===== src/rtl/ins_exec_rv_muldiv_pkg.sv =====
// ----------------------------------------------------------------------------
// ins_exec_rv_muldiv_pkg
// Shared constants and helpers for the RV M-extension execution unit:
// opcode / funct7 match values, the eight funct3 encodings, the FSM state
// enumeration and small decode helpers used by the top and the bench-visible
// datapath.
// ----------------------------------------------------------------------------
package ins_exec_rv_muldiv_pkg;

    localparam logic [6:0] OPCODE_OP     = 7'b0110011;
    localparam logic [6:0] FUNCT7_MULDIV = 7'b0000001;

    localparam logic [2:0] F3_MUL    = 3'd0;
    localparam logic [2:0] F3_MULH   = 3'd1;
    localparam logic [2:0] F3_MULHSU = 3'd2;
    localparam logic [2:0] F3_MULHU  = 3'd3;
    localparam logic [2:0] F3_DIV    = 3'd4;
    localparam logic [2:0] F3_DIVU   = 3'd5;
    localparam logic [2:0] F3_REM    = 3'd6;
    localparam logic [2:0] F3_REMU   = 3'd7;

    typedef enum logic [1:0] {
        ST_IDLE = 2'd0,
        ST_MUL  = 2'd1,
        ST_DIV  = 2'd2,
        ST_DONE = 2'd3
    } state_t;

    // All divide/remainder encodings have funct3[2] set.
    function automatic logic is_div_op(input logic [2:0] f3);
        return f3[2];
    endfunction

    function automatic logic rs1_is_signed(input logic [2:0] f3);
        return (f3 inside {F3_MULH, F3_MULHSU, F3_DIV, F3_REM});
    endfunction

    function automatic logic rs2_is_signed(input logic [2:0] f3);
        return (f3 inside {F3_MULH, F3_DIV, F3_REM});
    endfunction

    function automatic logic is_rem_op(input logic [2:0] f3);
        return (f3 inside {F3_REM, F3_REMU});
    endfunction

    // Result comes from the upper half of the {hi, lo} datapath pair.
    function automatic logic takes_high_half(input logic [2:0] f3);
        return (f3 inside {F3_MULH, F3_MULHSU, F3_MULHU, F3_REM, F3_REMU});
    endfunction

endpackage


===== src/rtl/ins_exec_rv_muldiv_fixup.sv =====
// ----------------------------------------------------------------------------
// ins_exec_rv_muldiv_fixup
// Combinational sign handling around the unsigned iterative core.
//   rs1_val/rs2_val + *_signed  -> *_mag (magnitude) and *_neg (sign flag)
//   res_in + res_negate         -> res_out (two's complement negation, 2*XLEN)
// The most-negative value maps to itself as a magnitude, which is exactly
// 2^(XLEN-1) when read as unsigned.
// ----------------------------------------------------------------------------
module ins_exec_rv_muldiv_fixup #(
    parameter int XLEN = 32
) (
    input  logic [XLEN-1:0]   rs1_val,
    input  logic [XLEN-1:0]   rs2_val,
    input  logic              rs1_signed,
    input  logic              rs2_signed,
    output logic [XLEN-1:0]   rs1_mag,
    output logic [XLEN-1:0]   rs2_mag,
    output logic              rs1_neg,
    output logic              rs2_neg,
    input  logic [2*XLEN-1:0] res_in,
    input  logic              res_negate,
    output logic [2*XLEN-1:0] res_out
);

    localparam int W2 = 2 * XLEN;

    assign rs1_neg = rs1_signed & rs1_val[XLEN-1];
    assign rs2_neg = rs2_signed & rs2_val[XLEN-1];

    assign rs1_mag = rs1_neg ? ((~rs1_val) + XLEN'(1)) : rs1_val;
    assign rs2_mag = rs2_neg ? ((~rs2_val) + XLEN'(1)) : rs2_val;

    assign res_out = res_negate ? ((~res_in) + W2'(1)) : res_in;

endmodule


===== src/rtl/ins_exec_rv_muldiv.sv =====
// ----------------------------------------------------------------------------
// ins_exec_rv_muldiv
// Iterative RV M-extension unit: MUL/MULH/MULHSU/MULHU by shift-add and
// DIV/DIVU/REM/REMU by restoring division, one bit per cycle on magnitudes,
// with sign fix-up applied on the way out.
//
// Ports
//   clk, rst_n           clock, synchronous active-low reset
//   op                   instruction-valid strobe from decode
//   ins_dec_op/funct3/funct7  decoded instruction fields
//   reg_rs1_val/rs2_val  operands (XLEN)
//   reg_rd               destination register index
//   flush                abort current operation, no write-back
//   busy                 unit occupied; new ops are dropped
//   reg_w_op             one-cycle write strobe (DONE state)
//   reg_w_reg_idx/val    write-back index and value, zero when not writing
//
// Datapath registers
//   hi_reg/lo_reg  multiply: running product high / multiplier shifting out
//                  divide:   partial remainder / dividend-in, quotient-out
//   opa_reg        multiplicand magnitude or divisor magnitude
// ----------------------------------------------------------------------------
module ins_exec_rv_muldiv
    import ins_exec_rv_muldiv_pkg::*;
#(
    parameter int XLEN         = 32,
    parameter bit FAST_SPECIAL = 1'b1
) (
    input  logic            clk,
    input  logic            rst_n,
    input  logic            op,
    input  logic [6:0]      ins_dec_op,
    input  logic [2:0]      ins_dec_funct3,
    input  logic [6:0]      ins_dec_funct7,
    input  logic [XLEN-1:0] reg_rs1_val,
    input  logic [XLEN-1:0] reg_rs2_val,
    input  logic [4:0]      reg_rd,
    input  logic            flush,
    output logic            busy,
    output logic            reg_w_op,
    output logic [4:0]      reg_w_reg_idx,
    output logic [XLEN-1:0] reg_w_reg_val
);

    localparam int CNT_W = $clog2(XLEN) + 1;
    localparam logic [XLEN-1:0] MOST_NEG = {1'b1, {(XLEN-1){1'b0}}};

    state_t            state_reg;
    logic [CNT_W-1:0]  cnt_reg;
    logic [XLEN-1:0]   hi_reg;
    logic [XLEN-1:0]   lo_reg;
    logic [XLEN-1:0]   opa_reg;
    logic [2:0]        funct3_reg;
    logic [4:0]        rd_reg;
    logic              neg_q_reg;   // negate product / quotient
    logic              neg_r_reg;   // negate remainder

    // ------------------------------------------------------------------
    // Operand sign conversion (from live inputs) and result negation
    // (from captured registers) share one fix-up block.
    // ------------------------------------------------------------------
    logic [XLEN-1:0]   rs1_mag, rs2_mag;
    logic              rs1_neg, rs2_neg;
    logic [2*XLEN-1:0] res_in, res_out;
    logic              res_negate;

    // A remainder is negated on its own, so the low half is zeroed to keep
    // the 2*XLEN negation from borrowing into it.
    assign res_in     = is_rem_op(funct3_reg) ? {hi_reg, {XLEN{1'b0}}} : {hi_reg, lo_reg};
    assign res_negate = is_rem_op(funct3_reg) ? neg_r_reg : neg_q_reg;

    ins_exec_rv_muldiv_fixup #(.XLEN(XLEN)) u_fixup (
        .rs1_val    (reg_rs1_val),
        .rs2_val    (reg_rs2_val),
        .rs1_signed (rs1_is_signed(ins_dec_funct3)),
        .rs2_signed (rs2_is_signed(ins_dec_funct3)),
        .rs1_mag    (rs1_mag),
        .rs2_mag    (rs2_mag),
        .rs1_neg    (rs1_neg),
        .rs2_neg    (rs2_neg),
        .res_in     (res_in),
        .res_negate (res_negate),
        .res_out    (res_out)
    );

    // ------------------------------------------------------------------
    // Accept decode and special-case detection
    // ------------------------------------------------------------------
    logic accept;
    logic div_zero;
    logic div_ovf;
    logic take_fast;

    assign busy     = (state_reg != ST_IDLE);
    assign accept   = op & ~busy & ~flush &
                      (ins_dec_op == OPCODE_OP) & (ins_dec_funct7 == FUNCT7_MULDIV);
    assign div_zero = (reg_rs2_val == '0);
    assign div_ovf  = rs1_is_signed(ins_dec_funct3) &
                      (reg_rs1_val == MOST_NEG) & (reg_rs2_val == '1);
    assign take_fast = FAST_SPECIAL & is_div_op(ins_dec_funct3) & (div_zero | div_ovf);

    // ------------------------------------------------------------------
    // The single shared adder/subtractor.
    // DIV: trial subtract of the divisor from the remainder shifted left by
    //      one with the next dividend bit. The bit shifted out of hi_reg is
    //      an implicit 2^XLEN, so if it is set the trial always succeeds.
    // MUL: add multiplicand into the running high half.
    // ------------------------------------------------------------------
    logic [XLEN-1:0] add_a, add_b, add_sum;
    logic            add_cin, add_cout;
    logic [XLEN:0]   add_full;
    logic            div_ok;

    always_comb begin
        if (state_reg == ST_DIV) begin
            add_a   = {hi_reg[XLEN-2:0], lo_reg[XLEN-1]};
            add_b   = ~opa_reg;
            add_cin = 1'b1;
        end else begin
            add_a   = hi_reg;
            add_b   = opa_reg;
            add_cin = 1'b0;
        end
    end

    assign add_full = {1'b0, add_a} + {1'b0, add_b} + {{XLEN{1'b0}}, add_cin};
    assign add_sum  = add_full[XLEN-1:0];
    assign add_cout = add_full[XLEN];
    assign div_ok   = hi_reg[XLEN-1] | add_cout;

    logic last_iter;
    assign last_iter = (cnt_reg == CNT_W'(XLEN - 1));

    // ------------------------------------------------------------------
    // FSM and datapath
    // ------------------------------------------------------------------
    always_ff @(posedge clk) begin
        if (!rst_n) begin
            state_reg  <= ST_IDLE;
            cnt_reg    <= '0;
            hi_reg     <= '0;
            lo_reg     <= '0;
            opa_reg    <= '0;
            funct3_reg <= '0;
            rd_reg     <= '0;
            neg_q_reg  <= 1'b0;
            neg_r_reg  <= 1'b0;
        end else if (flush) begin
            state_reg <= ST_IDLE;
        end else begin
            case (state_reg)
                ST_IDLE: begin
                    if (accept) begin
                        funct3_reg <= ins_dec_funct3;
                        rd_reg     <= reg_rd;
                        cnt_reg    <= '0;
                        if (is_div_op(ins_dec_funct3)) begin
                            // Divide by zero keeps the quotient positive so it
                            // stays all-ones; the remainder then equals rs1.
                            neg_q_reg <= (rs1_neg ^ rs2_neg) & ~div_zero;
                            neg_r_reg <= rs1_neg;
                            opa_reg   <= rs2_mag;
                            if (take_fast) begin
                                // Preload the final quotient/remainder
                                // magnitudes; fix-up produces the result.
                                hi_reg    <= div_zero ? rs1_mag : '0;
                                lo_reg    <= div_zero ? '1 : rs1_mag;
                                state_reg <= ST_DONE;
                            end else begin
                                hi_reg    <= '0;
                                lo_reg    <= rs1_mag;
                                state_reg <= ST_DIV;
                            end
                        end else begin
                            neg_q_reg <= rs1_neg ^ rs2_neg;
                            neg_r_reg <= 1'b0;
                            opa_reg   <= rs1_mag;
                            hi_reg    <= '0;
                            lo_reg    <= rs2_mag;
                            state_reg <= ST_MUL;
                        end
                    end
                end
                ST_MUL: begin
                    // {carry, hi, lo} >> 1 after optional add
                    if (lo_reg[0]) begin
                        hi_reg <= {add_cout, add_sum[XLEN-1:1]};
                        lo_reg <= {add_sum[0], lo_reg[XLEN-1:1]};
                    end else begin
                        hi_reg <= {1'b0, hi_reg[XLEN-1:1]};
                        lo_reg <= {hi_reg[0], lo_reg[XLEN-1:1]};
                    end
                    cnt_reg <= cnt_reg + CNT_W'(1);
                    if (last_iter) begin
                        state_reg <= ST_DONE;
                    end
                end
                ST_DIV: begin
                    hi_reg  <= div_ok ? add_sum : add_a;
                    lo_reg  <= {lo_reg[XLEN-2:0], div_ok};
                    cnt_reg <= cnt_reg + CNT_W'(1);
                    if (last_iter) begin
                        state_reg <= ST_DONE;
                    end
                end
                ST_DONE: begin
                    state_reg <= ST_IDLE;
                end
                default: begin
                    state_reg <= ST_IDLE;
                end
            endcase
        end
    end

    // ------------------------------------------------------------------
    // Write-back: only in DONE, and a flush in that same cycle cancels it.
    // ------------------------------------------------------------------
    logic            w_fire;
    logic [XLEN-1:0] result;

    assign result        = takes_high_half(funct3_reg) ? res_out[2*XLEN-1:XLEN]
                                                       : res_out[XLEN-1:0];
    assign w_fire        = (state_reg == ST_DONE) & ~flush;
    assign reg_w_op      = w_fire;
    assign reg_w_reg_idx = w_fire ? rd_reg : 5'd0;
    assign reg_w_reg_val = w_fire ? result : '0;

endmodule


===== config.mk =====
export PLATFORM = sky130hd
export DESIGN_NAME = ins_exec_rv_muldiv
export DESIGN_NICKNAME = d
export VERILOG_FILES = /design/src/rtl/ins_exec_rv_muldiv_pkg.sv /design/src/rtl/ins_exec_rv_muldiv_fixup.sv /design/src/rtl/ins_exec_rv_muldiv.sv
export SDC_FILE = /design/constraint.sdc
export NUM_CORES = 1
export LEC_CHECK = 0
export ABC_AREA = 1
export BUFFER_PORTS_ARGS = -buffer_cell sky130_fd_sc_hd__buf_2
export CAP_MARGIN = 20
export CELL_PAD_IN_SITES_DETAIL_PLACEMENT = 1
export CELL_PAD_IN_SITES_GLOBAL_PLACEMENT = 1
export CORE_MARGIN = 3
export CORE_UTILIZATION = 42
export CTS_CLUSTER_DIAMETER = 60
export DETAILED_ROUTE_END_ITERATION = 10
export GPL_ROUTABILITY_DRIVEN = 0
export MAX_ROUTING_LAYER = met4
export PLACE_DENSITY_LB_ADDON = 0.12
export SYNTH_ARGS = -nofsm -noshare
export SYNTH_HDL_FRONTEND = slang
export SYNTH_SLANG_ARGS = --single-unit

===== constraint.sdc =====
create_clock -name clk -period 4.1 [get_ports clk]
set_input_delay 0.41 -clock clk [delete_from_list [all_inputs] [get_ports clk]]
set_output_delay 0.41 -clock clk [all_outputs]
set_load 0.01 [all_outputs]

==> results_dict.tcl <==
set metrics [dict create \
    fp.dieArea_um2 35490 \
    layout-drive-gt1-share_pct 9.943 \
    p_sw_mw 0.9217 \
    cts_tree "done" \
    row_count 66 \
    grt_max_degree 65 \
    synth.distinct_cells 49 \
    synth-edff-count 0 \
    postRouteWirelength_um 66380 \
    die_width_um 188.4 \
    hold_viol_final 0 \
    seq_area_frac_synth_pct 16.33 \
    crit_slowest_cell "dfxtp_1" \
    clk_latency_ps 430 \
    drv_cap 0 \
    power_density_nw_per_um2 200.1 \
    finalSetupViolCount 0 \
    crit_chain "nand2_2, inv_2, buf_4, nor2_1, nor2_1, nand2_1, nor2_1, nand4_1, nor2_1, nand2_1, xor2_1, nand2_1, nand2_1, a21oi_1, buf_2" \
    fin_crit_ps 3945 \
    synth_area_um2 13970 \
    min_path_type "primary input to flop" \
    rsz0062_at_grt "no" \
    antenna_left 0 \
    reg2reg_from "state_reg[0]$_SDFFE_PP0P_" \
    critPathRequiredTime_ps 3690 \
    postSynthAreaPerCell_um2 5.479 \
    seqPwrFrac_pct 35.2 \
    min_from "reg_rd[2]" \
    final_cell_area_um2 15730 \
    clkTransAtPathRegs_ps 60 \
    ys_async_sr_fraction_pct 0 \
    initialDrtViolationCount 1816 \
    track_usage_pct 37.33 \
    synth.net_count 2683 \
    numCtsBuffers 17 \
    areaGrowthSynthToFinish_pct 12.55 \
    netlist_instances 2550 \
    fin_crit_sh_pct 96.23 \
    relSlewSlack_pct 36.74 \
    antenna_cells 0 \
    crit_path_end_kind "output pin" \
    intPower_mw 2.224 \
    ys_ff_latch 114 \
    crit_fanout 17 \
    routedWlPerCell_um 21.50 \
    fin_nets 2765 \
    firstDrtPassIters 6 \
    ios 129 \
    via_count 18381 \
    fmax_mhz 253.5 \
    crit_type "flop to output pin" \
    via_per_inst 5.954 \
    cts_max_path_buffers 2 \
    hold_slack_ps 265.8 \
    cts_resized 0 \
    dpl.cell_count 3055 \
    clkPwrFrac_pct 50.6 \
    slew_viol_final 0 \
    tightest_slew_ps 948.8 \
    critical_path.max_stage_delay_ps 380 \
    p_leak_nw 7.525 \
    postCtsSetupBuffers 0 \
    cts.sinks 114 \
    start_kind "flop" \
    grt_overflow_total 0 \
    antenna_found_initial 0 \
    die_h_um 188.4 \
    fin_cells 3087 \
    skew_ps 9.956 \
    yosys_warnings 0 \
    dp_hpwl_um 52910 \
    fin_util_pct 48.09 \
    pwr-share-comb_pct 14.2 \
    coreArea_um2 32700 \
    cts_hold_buf 0 \
    grt_pass1_vias 18044 \
    ir_drop_uv 295.7 \
    num-fill-cells 4782 \
    status "finished clean" \
    route.detailed.drc 0 \
    port_buffers 128 \
    tns_ps 0 \
    start_util_pct 42.73 \
    startpoint "funct3_reg[2]$_SDFFE_PN0P_" \
    grt_pass1_wl_um 102000 \
    swShare_pct 29.30 \
    worstPathArrival_ps 3540 \
    cts_root_buf "clkbuf_16" \
    place_area_um2 15110 \
    htreeDepth 4 \
    synth_ff_type "dfxtp_1" \
]
## final cells by class
class	count	area (um2)	share of cell area, %
inverters	274	1028	6.540
multi-input cells	2043	10180	64.71
repair buffers	182	1071	6.811
clock buffers	21	460.4	2.928
well taps	442	553.0	3.517
flip-flops and latches	114	2282	14.51
clock inverters	11	153.9	0.9787
## per-layer routing
| layer | routed length (um) | share of wire [%] | track usage, % | up-vias |
|---|---|---|---|---|
| met2 | 29430 | 44 | 58.75 | 897 |
| met5 | 0 | 0 | - | - |
| met1 | 27190 | 41 | 47.07 | 8748 |
| li1 | - | - | - | 8554 |
| met4 | 3825 | 5.8 | 18.62 | 0 |
| met3 | 5930 | 8.9 | 5.172 | 182 |
## power by group through the flow
| stage | registers (mW) | clock network [mW] | logic (mW) |
|---|---|---|---|
| floorplan | 1.13 | 0 | 0.220 |
| finish | 1.11 | 1.59 | 0.445 |
| global route | 1.11 | 1.65 | 0.474 |
| CTS | 1.11 | 1.59 | 0.434 |
| global placement | 1.13 | 0 | 0.421 |
| detailed placement | 1.13 | 0 | 0.428 |
## critical path, delay by kind of cell, from the launching register on
kind	cells	cell delay, ps
and+or+nand+nor	10	1600
xor gates and xnor gates	1	150
DFF	1	380
AOI/OAI and AO/OA	1	240
buffers and inverters	3	720
## cell usage after synthesis, types with 2 or more instances
| cell | number | area [um2] |
|---|---|---|
| a21boi_0 | 2 | 15.01 |
| a21o_1 | 2 | 15.01 |
| a21oi_1 | 224 | 1121 |
| a221oi_1 | 19 | 166.4 |
| a22oi_1 | 12 | 90.09 |
| a31oi_1 | 12 | 75.07 |
| and2_1 | 3 | 18.77 |
| buf_1 | 13 | 48.80 |
| buf_2 | 22 | 110.1 |
| buf_4 | 3 | 22.52 |
| buf_6 | 2 | 22.52 |
| clkbuf_1 | 78 | 292.8 |
| clkinv_1 | 3 | 11.26 |
| dfxtp_1 | 114 | 2282 |
| ha_1 | 42 | 525.5 |
| inv_1 | 262 | 983.4 |
| inv_2 | 9 | 33.78 |
| nand2_1 | 726 | 2725 |
| nand2_2 | 6 | 37.54 |
| nand3_1 | 142 | 710.7 |
| nand3b_1 | 15 | 112.6 |
| nand4_1 | 39 | 244.0 |
| nor2_1 | 309 | 1160 |
| nor2_2 | 13 | 81.33 |
| nor2_4 | 5 | 56.30 |
| nor3_1 | 45 | 225.2 |
| nor3b_1 | 3 | 22.52 |
| nor4_1 | 10 | 62.56 |
| o211ai_1 | 36 | 270.3 |
| o21a_1 | 6 | 45.04 |
| o21ai_0 | 198 | 991.0 |
| o21ai_1 | 20 | 100.1 |
| o21bai_1 | 2 | 15.01 |
| o221ai_1 | 9 | 78.83 |
| o22ai_1 | 23 | 143.9 |
| o31ai_1 | 2 | 15.01 |
| or2_2 | 10 | 62.56 |
| xnor2_1 | 23 | 201.4 |
| xor2_1 | 76 | 665.6 |
## path summary, 6_finish.rpt
kind,to,slack (ps),cells after the start
setup / recovery,reg_w_reg_val[30],150,15
hold / removal,rd_reg[2]$_SDFFE_PN0P_,270,3
setup reg to reg,hi_reg[22]$_SDFFE_PN0P_,280,17
hold reg to reg,rd_reg[2]$_SDFFE_PN0P_,450,2
## layout by cell type, fill, tap and decap left out, types with 39 or more instances in the layout
cell type and count:
o21ai_0 197, dfxtp_1 114, buf_4 52, nor3_1 45, nand3_1 140, xor2_1 76
inv_1 262, ha_1 41, nand2_1 724, a21oi_1 224, nor2_1 309, buf_2 128
nand4_1 39
## per-stage QoR
stage | power (mW) | setup slack (ps)
after floorplan | 1.353 | 488.1
after detailed placement | 1.560 | 419.2
after global placement | 1.553 | 536.3
final | 3.146 | 154.8
after CTS | 3.131 | 271.2
after global routing | 3.228 | 6.089
## cells by family after synthesis
family | synth area share, %
adder cells (fa/ha/maj) | 3.904
flip-flops | 16.33
XOR/XNOR | 6.206
AO/OA/AOI/OAI | 22.73
AND/OR/NAND/NOR | 39.77
buffers and inverters | 11.06
Power figures use the tool's default switching activity.
